## src/rtl/acc_seq_pkg.sv

```systemverilog
// Shared opcodes, sequencer states and ACC source-select codes for acc_seq_ctrl.
package acc_seq_pkg;

    localparam logic [2:0] OP_NOP = 3'b000;
    localparam logic [2:0] OP_LDI = 3'b001;
    localparam logic [2:0] OP_LDR = 3'b010;
    localparam logic [2:0] OP_STA = 3'b011;
    localparam logic [2:0] OP_ADD = 3'b100;
    localparam logic [2:0] OP_SUB = 3'b101;
    localparam logic [2:0] OP_AND = 3'b110;
    localparam logic [2:0] OP_HLT = 3'b111;

    typedef enum logic [2:0] {
        FETCH,
        DECODE,
        FETCH_IMM,
        EXEC,
        HALT
    } state_e;

    localparam logic [1:0] SEL_ALU = 2'b00;
    localparam logic [1:0] SEL_REG = 2'b10;
    localparam logic [1:0] SEL_IMM = 2'b11;

    // Opcodes whose EXEC cycle writes the accumulator from the ALU or register file.
    function automatic logic loads_acc_from_dp(input logic [2:0] op);
        return (op == OP_LDR) || (op == OP_ADD) || (op == OP_SUB) || (op == OP_AND);
    endfunction

endpackage

```

## src/rtl/acc_seq_pc.sv

```systemverilog
// Program counter for acc_seq_ctrl: async reset to RESET_PC, +1 on inc_en, wraps mod 2^ADDR_W.
module acc_seq_pc #(
    parameter int                ADDR_W   = 8,
    parameter logic [ADDR_W-1:0] RESET_PC = '0
) (
    input  logic              clk,
    input  logic              rst,
    input  logic              inc_en,
    output logic [ADDR_W-1:0] pc
);

    logic [ADDR_W-1:0] pc_q;
    logic [ADDR_W-1:0] pc_d;

    always_comb begin
        pc_d = pc_q;
        if (inc_en) begin
            pc_d = pc_q + ADDR_W'(1);
        end
    end

    always_ff @(posedge clk or posedge rst) begin
        if (rst) begin
            pc_q <= RESET_PC;
        end else begin
            pc_q <= pc_d;
        end
    end

    assign pc = pc_q;

endmodule

```

## src/rtl/acc_seq_ctrl.sv

```systemverilog
// acc_seq_ctrl: fetch/decode/exec sequencer issuing one-cycle control words to the ACC datapath.
// Define ACC_SEQ_CTRL_STEP_EN to add a 'step' input that releases one instruction per pulse.
module acc_seq_ctrl
    import acc_seq_pkg::*;
#(
    parameter int                ADDR_W   = 8,
    parameter logic [ADDR_W-1:0] RESET_PC = '0
) (
    input  logic              clk,
    input  logic              CLR,
`ifdef ACC_SEQ_CTRL_STEP_EN
    input  logic              step,
`endif
    output logic              mem_req,
    output logic [ADDR_W-1:0] mem_addr,
    input  logic              mem_ack,
    input  logic [7:0]        mem_data,
    output logic [7:0]        imm_out,
    output logic [1:0]        reg_addr,
    output logic [2:0]        alu_op,
    output logic              S1,
    output logic              S0,
    output logic              LoadACC,
    output logic              LoadReg,
    output logic              halted
);

    // Memory handshake: a read completes on any rising edge where mem_req and mem_ack
    // are both 1; mem_req and mem_addr hold until that edge, mem_ack alone is ignored.

    state_e      state_q, state_d;
    logic [4:0]  ir_q, ir_d;          // IR[7:3] only; IR[2:0] is reserved and never stored
    logic [7:0]  imm_q, imm_d;
    logic [1:0]  reg_addr_q, reg_addr_d;
    logic [2:0]  alu_op_q, alu_op_d;
    logic [1:0]  sel_q, sel_d;
    logic        mem_req_q, mem_req_d;
    logic        load_acc_q, load_acc_d;
    logic        load_reg_q, load_reg_d;
    logic        halted_q, halted_d;
    logic        xfer;
    logic        pc_inc;
    logic        fetch_go;
    logic [2:0]  opcode;

    assign xfer   = mem_req_q & mem_ack;
    assign opcode = ir_q[4:2];

`ifdef ACC_SEQ_CTRL_STEP_EN
    logic pend_q, pend_d;

    // A step pulse arms exactly one opcode fetch; the opcode transfer consumes it.
    always_comb begin
        pend_d = pend_q;
        if ((state_q == FETCH) && xfer) begin
            pend_d = 1'b0;
        end
        if (step) begin
            pend_d = 1'b1;
        end
    end

    always_ff @(posedge clk or posedge CLR) begin
        if (CLR) begin
            pend_q <= 1'b0;
        end else begin
            pend_q <= pend_d;
        end
    end

    assign fetch_go = pend_d;
`else
    assign fetch_go = 1'b1;
`endif

    always_comb begin
        state_d    = state_q;
        ir_d       = ir_q;
        imm_d      = imm_q;
        reg_addr_d = reg_addr_q;
        alu_op_d   = alu_op_q;
        sel_d      = sel_q;
        load_acc_d = 1'b0;
        load_reg_d = 1'b0;
        pc_inc     = 1'b0;

        case (state_q)
            FETCH: begin
                if (xfer) begin
                    ir_d    = mem_data[7:3];
                    pc_inc  = 1'b1;
                    state_d = DECODE;
                end
            end
            DECODE: begin
                case (opcode)
                    OP_LDI:  state_d = FETCH_IMM;
                    OP_HLT:  state_d = HALT;
                    default: begin
                        reg_addr_d = ir_q[1:0];
                        alu_op_d   = opcode;
                        load_acc_d = loads_acc_from_dp(opcode);
                        load_reg_d = (opcode == OP_STA);
                        sel_d      = (opcode == OP_LDR) ? SEL_REG : SEL_ALU;
                        state_d    = EXEC;
                    end
                endcase
            end
            FETCH_IMM: begin
                if (xfer) begin
                    imm_d      = mem_data;
                    pc_inc     = 1'b1;
                    load_acc_d = 1'b1;
                    sel_d      = SEL_IMM;
                    state_d    = EXEC;
                end
            end
            EXEC:    state_d = FETCH;
            HALT:    state_d = HALT;
            default: state_d = FETCH;
        endcase

        // Outputs are registered, so they are derived from the state being entered.
        halted_d  = (state_d == HALT);
        mem_req_d = ((state_d == FETCH) && fetch_go) || (state_d == FETCH_IMM);
    end

    always_ff @(posedge clk or posedge CLR) begin
        if (CLR) begin
            state_q    <= FETCH;
            ir_q       <= '0;
            imm_q      <= '0;
            reg_addr_q <= '0;
            alu_op_q   <= '0;
            sel_q      <= SEL_ALU;
            mem_req_q  <= 1'b0;
            load_acc_q <= 1'b0;
            load_reg_q <= 1'b0;
            halted_q   <= 1'b0;
        end else begin
            state_q    <= state_d;
            ir_q       <= ir_d;
            imm_q      <= imm_d;
            reg_addr_q <= reg_addr_d;
            alu_op_q   <= alu_op_d;
            sel_q      <= sel_d;
            mem_req_q  <= mem_req_d;
            load_acc_q <= load_acc_d;
            load_reg_q <= load_reg_d;
            halted_q   <= halted_d;
        end
    end

    acc_seq_pc #(
        .ADDR_W   (ADDR_W),
        .RESET_PC (RESET_PC)
    ) u_pc (
        .clk    (clk),
        .rst    (CLR),
        .inc_en (pc_inc),
        .pc     (mem_addr)
    );

    assign mem_req  = mem_req_q;
    assign imm_out  = imm_q;
    assign reg_addr = reg_addr_q;
    assign alu_op   = alu_op_q;
    assign S1       = sel_q[1];
    assign S0       = sel_q[0];
    assign LoadACC  = load_acc_q;
    assign LoadReg  = load_reg_q;
    assign halted   = halted_q;

endmodule

```

## config.mk

```make
export PLATFORM = sky130hd
export DESIGN_NAME = acc_seq_ctrl
export DESIGN_NICKNAME = d
export VERILOG_FILES = /design/src/rtl/acc_seq_pkg.sv /design/src/rtl/acc_seq_pc.sv /design/src/rtl/acc_seq_ctrl.sv
export SDC_FILE = /design/constraint.sdc
export NUM_CORES = 1
export LEC_CHECK = 0
export BUFFER_PORTS_ARGS = -buffer_cell sky130_fd_sc_hd__buf_4
export CAP_MARGIN = 10
export CELL_PAD_IN_SITES_DETAIL_PLACEMENT = 1
export CELL_PAD_IN_SITES_GLOBAL_PLACEMENT = 1
export CORE_UTILIZATION = 40
export DETAILED_ROUTE_END_ITERATION = 8
export PLACE_DENSITY_LB_ADDON = 0.15
export SLEW_MARGIN = 20
export SYNTH_ARGS = -nofsm -noshare
export SYNTH_HDL_FRONTEND = slang
export SYNTH_HIERARCHICAL = 1
export SYNTH_SLANG_ARGS = --single-unit
```

## constraint.sdc

```tcl
create_clock -name clk -period 2.2 [get_ports clk]
set_clock_uncertainty 0.15 [all_clocks]
set_input_delay 0.33 -clock clk [delete_from_list [all_inputs] [get_ports clk]]
set_output_delay 0.33 -clock clk [all_outputs]
set_load 0.03 [all_outputs]
```

# == Word level (Yosys, flattened, before mapping) ==
# Cells that the tools add are included.
# classes
addsub,1
multipliers,0
div_mod_pow,0
n_lt_le_gt_ge,0
n_eq_ne,14
n_shift,0
n_mux,14
bitwise_logic,2
reduce_logical,13
# op_table
cell,n
$eq A3 B3 Y1 const B,6
$eq A3 B2 Y1 const B,4
$pmux W3 S4,1
$add A8 B1 Y8 const B,1
$eq A3 B1 Y1 const B,2
$logic_not A3 Y1,2
$mux W2,3
$mux W3,2
$pmux W3 S2,1
$reduce_and A2 Y1,3
$mux W1,5
$logic_or A1 B1 Y1,4
$ne A2 B2 Y1 const B,2
$pmux W2 S2,1
$reduce_or A2 Y1,2
$reduce_and A3 Y1,1
$pmux W1 S2,1
$reduce_bool A2 Y1,1
$and A1 B1 Y1,1
$not A1 Y1,1
# word_totals
regBits,35
latchBits,0
ramBits,0
mem_bits_ro,0
input_bits,11
output_inout_bits,27
word_cells,55
memories,0

# == Longest topological paths before layout ==
# logic_depth
ltp_word,6
depth_mapped,6
ltp_nobuf,4

# == Modules after synthesis ==
# Netlist, hierarchy kept.
# modules_own_cells
mod,n_inst,cells_per_inst,area_each_um2
acc_seq_ctrl,1,91,1126.1
acc_seq_pc,1,27,345.3

# == Least setup slack after synthesis ==
# Ideal clock, no wire load.
# synth_timing
path_type,register to register
start,register mem_req_q (netlist: mem_req)
end,register ir_q[0]
setup_ns,0.125
t_arrival_ns,1.526
t_required_ns,1.925
setup_slack_ns,0.399
stages_incl_launch_ff,6
n_path_buf,2
synth_period_minus_slack_ns,1.801
cell_sequence,dfrtp_1 > nor4bb_1 > buf_2 > and2b_2 > buf_4 > mux2_2
# synth_between
elab_chain_cells,2
# synth_rtl
item,line_no,source
from (decl),acc_seq_ctrl.sv:37,"logic mem_req_q, mem_req_d;"
from (signal assigned),acc_seq_ctrl.sv:147,mem_req_q <= mem_req_d;
$and A1 B1 Y1,acc_seq_ctrl.sv:46,assign xfer = mem_req_q & mem_ack;
$reduce_and A2 Y1 (no source line),-,
to (signal assigned),acc_seq_ctrl.sv:142,ir_q <= ir_d;
to (decl),acc_seq_ctrl.sv:32,"logic [4:0] ir_q, ir_d;"
# No other way between the ends.
# A chain may end at the register's enable or synchronous reset.

# == Final worst setup path ==
# layout_timing
start,register state_q[2]
end,register u_pc.pc_q[7] (netlist: u_pc/pc[7])
# layout_between
elab_chain_cells,3
# layout_rtl
item,line_no,source
from (decl),acc_seq_ctrl.sv:31,"state_e state_q, state_d;"
from (signal assigned),acc_seq_ctrl.sv:141,state_q <= state_d;
$eq A3 B2 Y1 / $logic_not A3 Y1 (equally long branches),acc_seq_ctrl.sv:87,case (state_q)
$reduce_or A2 Y1 (no source line) (*),-,
$mux W1 (*),-,
to (signal assigned),acc_seq_pc.sv:26,pc_q <= pc_d;
to (decl),acc_seq_pc.sv:12,logic [ADDR_W-1:0] pc_q;
# Mark *: on every way between the ends. The rest lies on a longest branch, timed or not.

==> key figures <==
Min path
  – Hold depth: 3
  – Hold Path Class: primary input to flop

Drt
  – Router iterations before antenna repair: 4
  – DR vias: 1,037
  – DRC viols: 0
  – DRT Wirelength: 3.18 mm
  – Vias per std cell: 5.03
  – Drt wl/cell: 15.5 um
  – Initial DRC Count: 32
  – Antenna-violating nets left: 0

CTS
  – CTS tree: done
  – CTS Sinks: 35
  – Max clock buf depth: 2
  – CTS Root Cell: clkbuf_8
  – Clk Latency, worst-skew pair: 0.29 ns
  – Clk pin slew, worst setup/hold paths: 0.07 ns
  – CTS Buf Count: 5
  – Setup bufs post-CTS: 0
  – H-tree levels: 2

Timing
  – Hold WS: 0.114 ns
  – Worst setup margin: 0.244 ns
  – Final hold violations: 0
  – Actual slew at the worst max-slew pin: 0.506 ns
  – Slew Viols, Final: 0
  – Crit share post-route: 88.9%
  – Fmax achieved: 0.511 GHz
  – RSZ-0062 raised after global routing: false
  – Final setup violation count: 0
  – Rel. slew slack: 66.2%
  – Crit path time final: 1.96 ns
  – TNS Setup: 0 ns

Setup path
  – R2R setup slack: 0.24 ns
  – Crit Path Class: flop to flop
  – Crit-path max FO: 8
  – CP endpoint kind: flop
  – Worst reg2reg path endpoint: u_pc/pc[7]$_DFFE_PP0P_
  – Worst Path Required: 2.26 ns
  – CP arrival: 2.02 ns
  – CP startpoint: state_q[2]$_DFF_PP0_
  – Crit path to: u_pc/pc[7]$_DFFE_PP0P_
  – Worst setup SP type: flop
  – CP cell instances: nor4bb_2 -> buf_4 -> nand4_2 -> nor3_2 -> xor2_1
  – Reg2reg path depth: 5
  – CP peak stage delay: 0.50 ns
  – Max stage delay cell, worst path: nor4bb_2
  – RR Startpoint: state_q[2]$_DFF_PP0_

Synthesis
  – Post-synth top area share: 59.5%
  – Synth area leaders: dfrtp_1 60%, mux2_2 12%, xnor2_1 3.0%
  – Ys async rst share: 100%
  – Cell type with the highest aggregate area in the netlist: dfrtp_1
  – Synth Flop Type: dfrtp_1
  – Post-Syn Area: 1470 um2
  – Cell variety after synth: 33
  – Post-synth net total: 130
  – Post-synthesis sequential area ratio: 59.5%
  – Mapped Cells: 118
  – Post-Syn Area per Cell: 12.5 um2
  – Post-synth EDFFs: 0
  – Synth Warn #: 6
  – FF+latch count, synth: 35

Global routing
  – Total GRT Usage: 18.5%
  – Vias in the first global route: 1,104
  – Gr ovfl total: 0
  – Pin count of the biggest net entering global routing: 18
  – First-pass GRT wire length: 5.40 mm
  – Initial antenna violation count: 0

Die
  – Io pins: 38
  – Die Area: 3930 um2
  – Initial Util: 42.7%
  – Die W: 62.7 um
  – Row count: 21
  – Die Span Y: 62.7 um
  – CORE AREA: 3440 um2

Finish
  – # diodes: 0
  – Layout area overhead: 29.3%
  – Layout net count: 171
  – Final core utilization: 55.3%
  – Fillers: 365
  – Register area: 876 um2
  – Multi-input gate area: 551 um2
  – Layout cells sized above 1: 43.1%

Power
  – VDD IR max: 0.764 mV
  – Lkg Pwr: 0.902 nW
  – Total Power: 3.13 mW
  – Pwr Density: 1640 nW/um2

Placement
  – Detailed placer's ending HPWL: 2.27 mm
  – Worst slack, placed: 0.253 ns
  – Gpl congestion: 0.766
  – Port Buffers: 37

Flow run
  – Max-cap violations: 0

Status
  – Status: complete, no violations
-- metal layers --
metal,vias to the layer above,GRT usage [%],routed length [um],part of all wire [%]
met5,-,0,0,0
met4,0,7.56,65,2.0
met3,7,6.93,168,5.3
met2,28,28.4,1540,48
met1,513,23.6,1410,44
li1,489,-,-,-
-- cells in the final DEF (no fill, tap or decap) --
cell type / instances
dfrtp_1: 35
or3_1: 1
nand2_2: 1
and2b_2: 1
clkbuf_8: 7
a211oi_1: 2
inv_1: 4
nor2_1: 10
or3b_1: 1
and3_1: 1
nand4_1: 3
xnor2_1: 5
o21ai_0: 3
a21o_1: 1
ha_1: 1
o22ai_1: 2
a21oi_4: 1
clkbuf_1: 1
a21oi_1: 5
nor4_1: 1
nand2_1: 7
a31oi_1: 1
o21a_1: 1
mux2_2: 16
or2_2: 1
nor3b_1: 1
nand4_2: 1
nand3_1: 1
dlygate4sd3_1: 1
buf_4: 39
nor4bb_2: 1
nor3_2: 1
xor2_1: 3
-- where the power goes --
part           internal [mW]  switching [mW]
combinational          0.611           0.805
sequential             0.918           0.282
clock                  0.286           0.225
total                   1.82            1.31
-- logic make-up after synthesis --
family,Yosys count,synth area share [%]
AO/OA/AOI/OAI,16,7.14
XOR/XNOR,8,4.76
adder cells (fa/ha/maj),1,0.850
buffers and inverters,10,3.49
flip-flops,35,59.5
multiplexers,16,12.2
AND/OR/NAND/NOR,32,12.0
-- critical path: cells and delay by family (launching register included) --
family	cells	cell delay [ns]
xor gates and xnor gates	1	0.16
DFF	1	0.44
buffers and inverters	1	0.25
and+or+nand+nor	3	0.87
-- through the flow --
step	instance area, um2	instances
floorplan	1470	118
global placement	1790	197
detailed placement	1790	197
CTS	1900	206
global route	1900	206
finish	1900	206
-- cell usage after synthesis, drive strengths merged, types with 2 or more instances --
cell type,instances
o21ai,3
clkbuf,2
nor2,10
nand4,4
buf,4
xnor2,5
mux2,16
a21oi,6
a211oi,2
dfrtp,35
xor2,3
o22ai,2
inv,4
nand2,8
-- registers in the layout (all words and copies together), names as in the netlist, 2 cells and up --
name and cells:
ir_q 5, state_q 3, u_pc/pc 8, imm_out 8
sel_q 2, reg_addr 2, alu_op 3
-- worst min path at each step --
stage                           start  slack (ns)                     end
final                     mem_data[6]        0.11     ir_q[3]$_DFFE_PP0P_
after global routing      mem_data[7]        0.12  imm_out[7]$_DFFE_PP0P_
after CTS                 mem_data[6]        0.11     ir_q[3]$_DFFE_PP0P_
after detailed placement          CLR        0.16  u_pc/pc[1]$_DFFE_PP0P_
after global placement            CLR        0.15  u_pc/pc[1]$_DFFE_PP0P_
after floorplan                   CLR      -0.004  u_pc/pc[0]$_DFFE_PP0P_
-- layout make-up --
type                       instances  share of cell area (%)
sequential                        35                    46.1
multi-input combinational         73                    28.9
timing repair buffer              40                    15.9
clock buffer                       8                    5.26
tap                               46                    3.03
inverter                           4                   0.789
-- repair_timing --
| item | in CTS | in global routing |
|---|---|---|
| resized for setup | 0 | 0 |
| endpoints found under the hold margin | 18 | 0 |
| hold buffers | 1 | 0 |
| setup endpoints to repair | 0 | 0 |
Note: power is estimated with default switching activity, not from simulation.
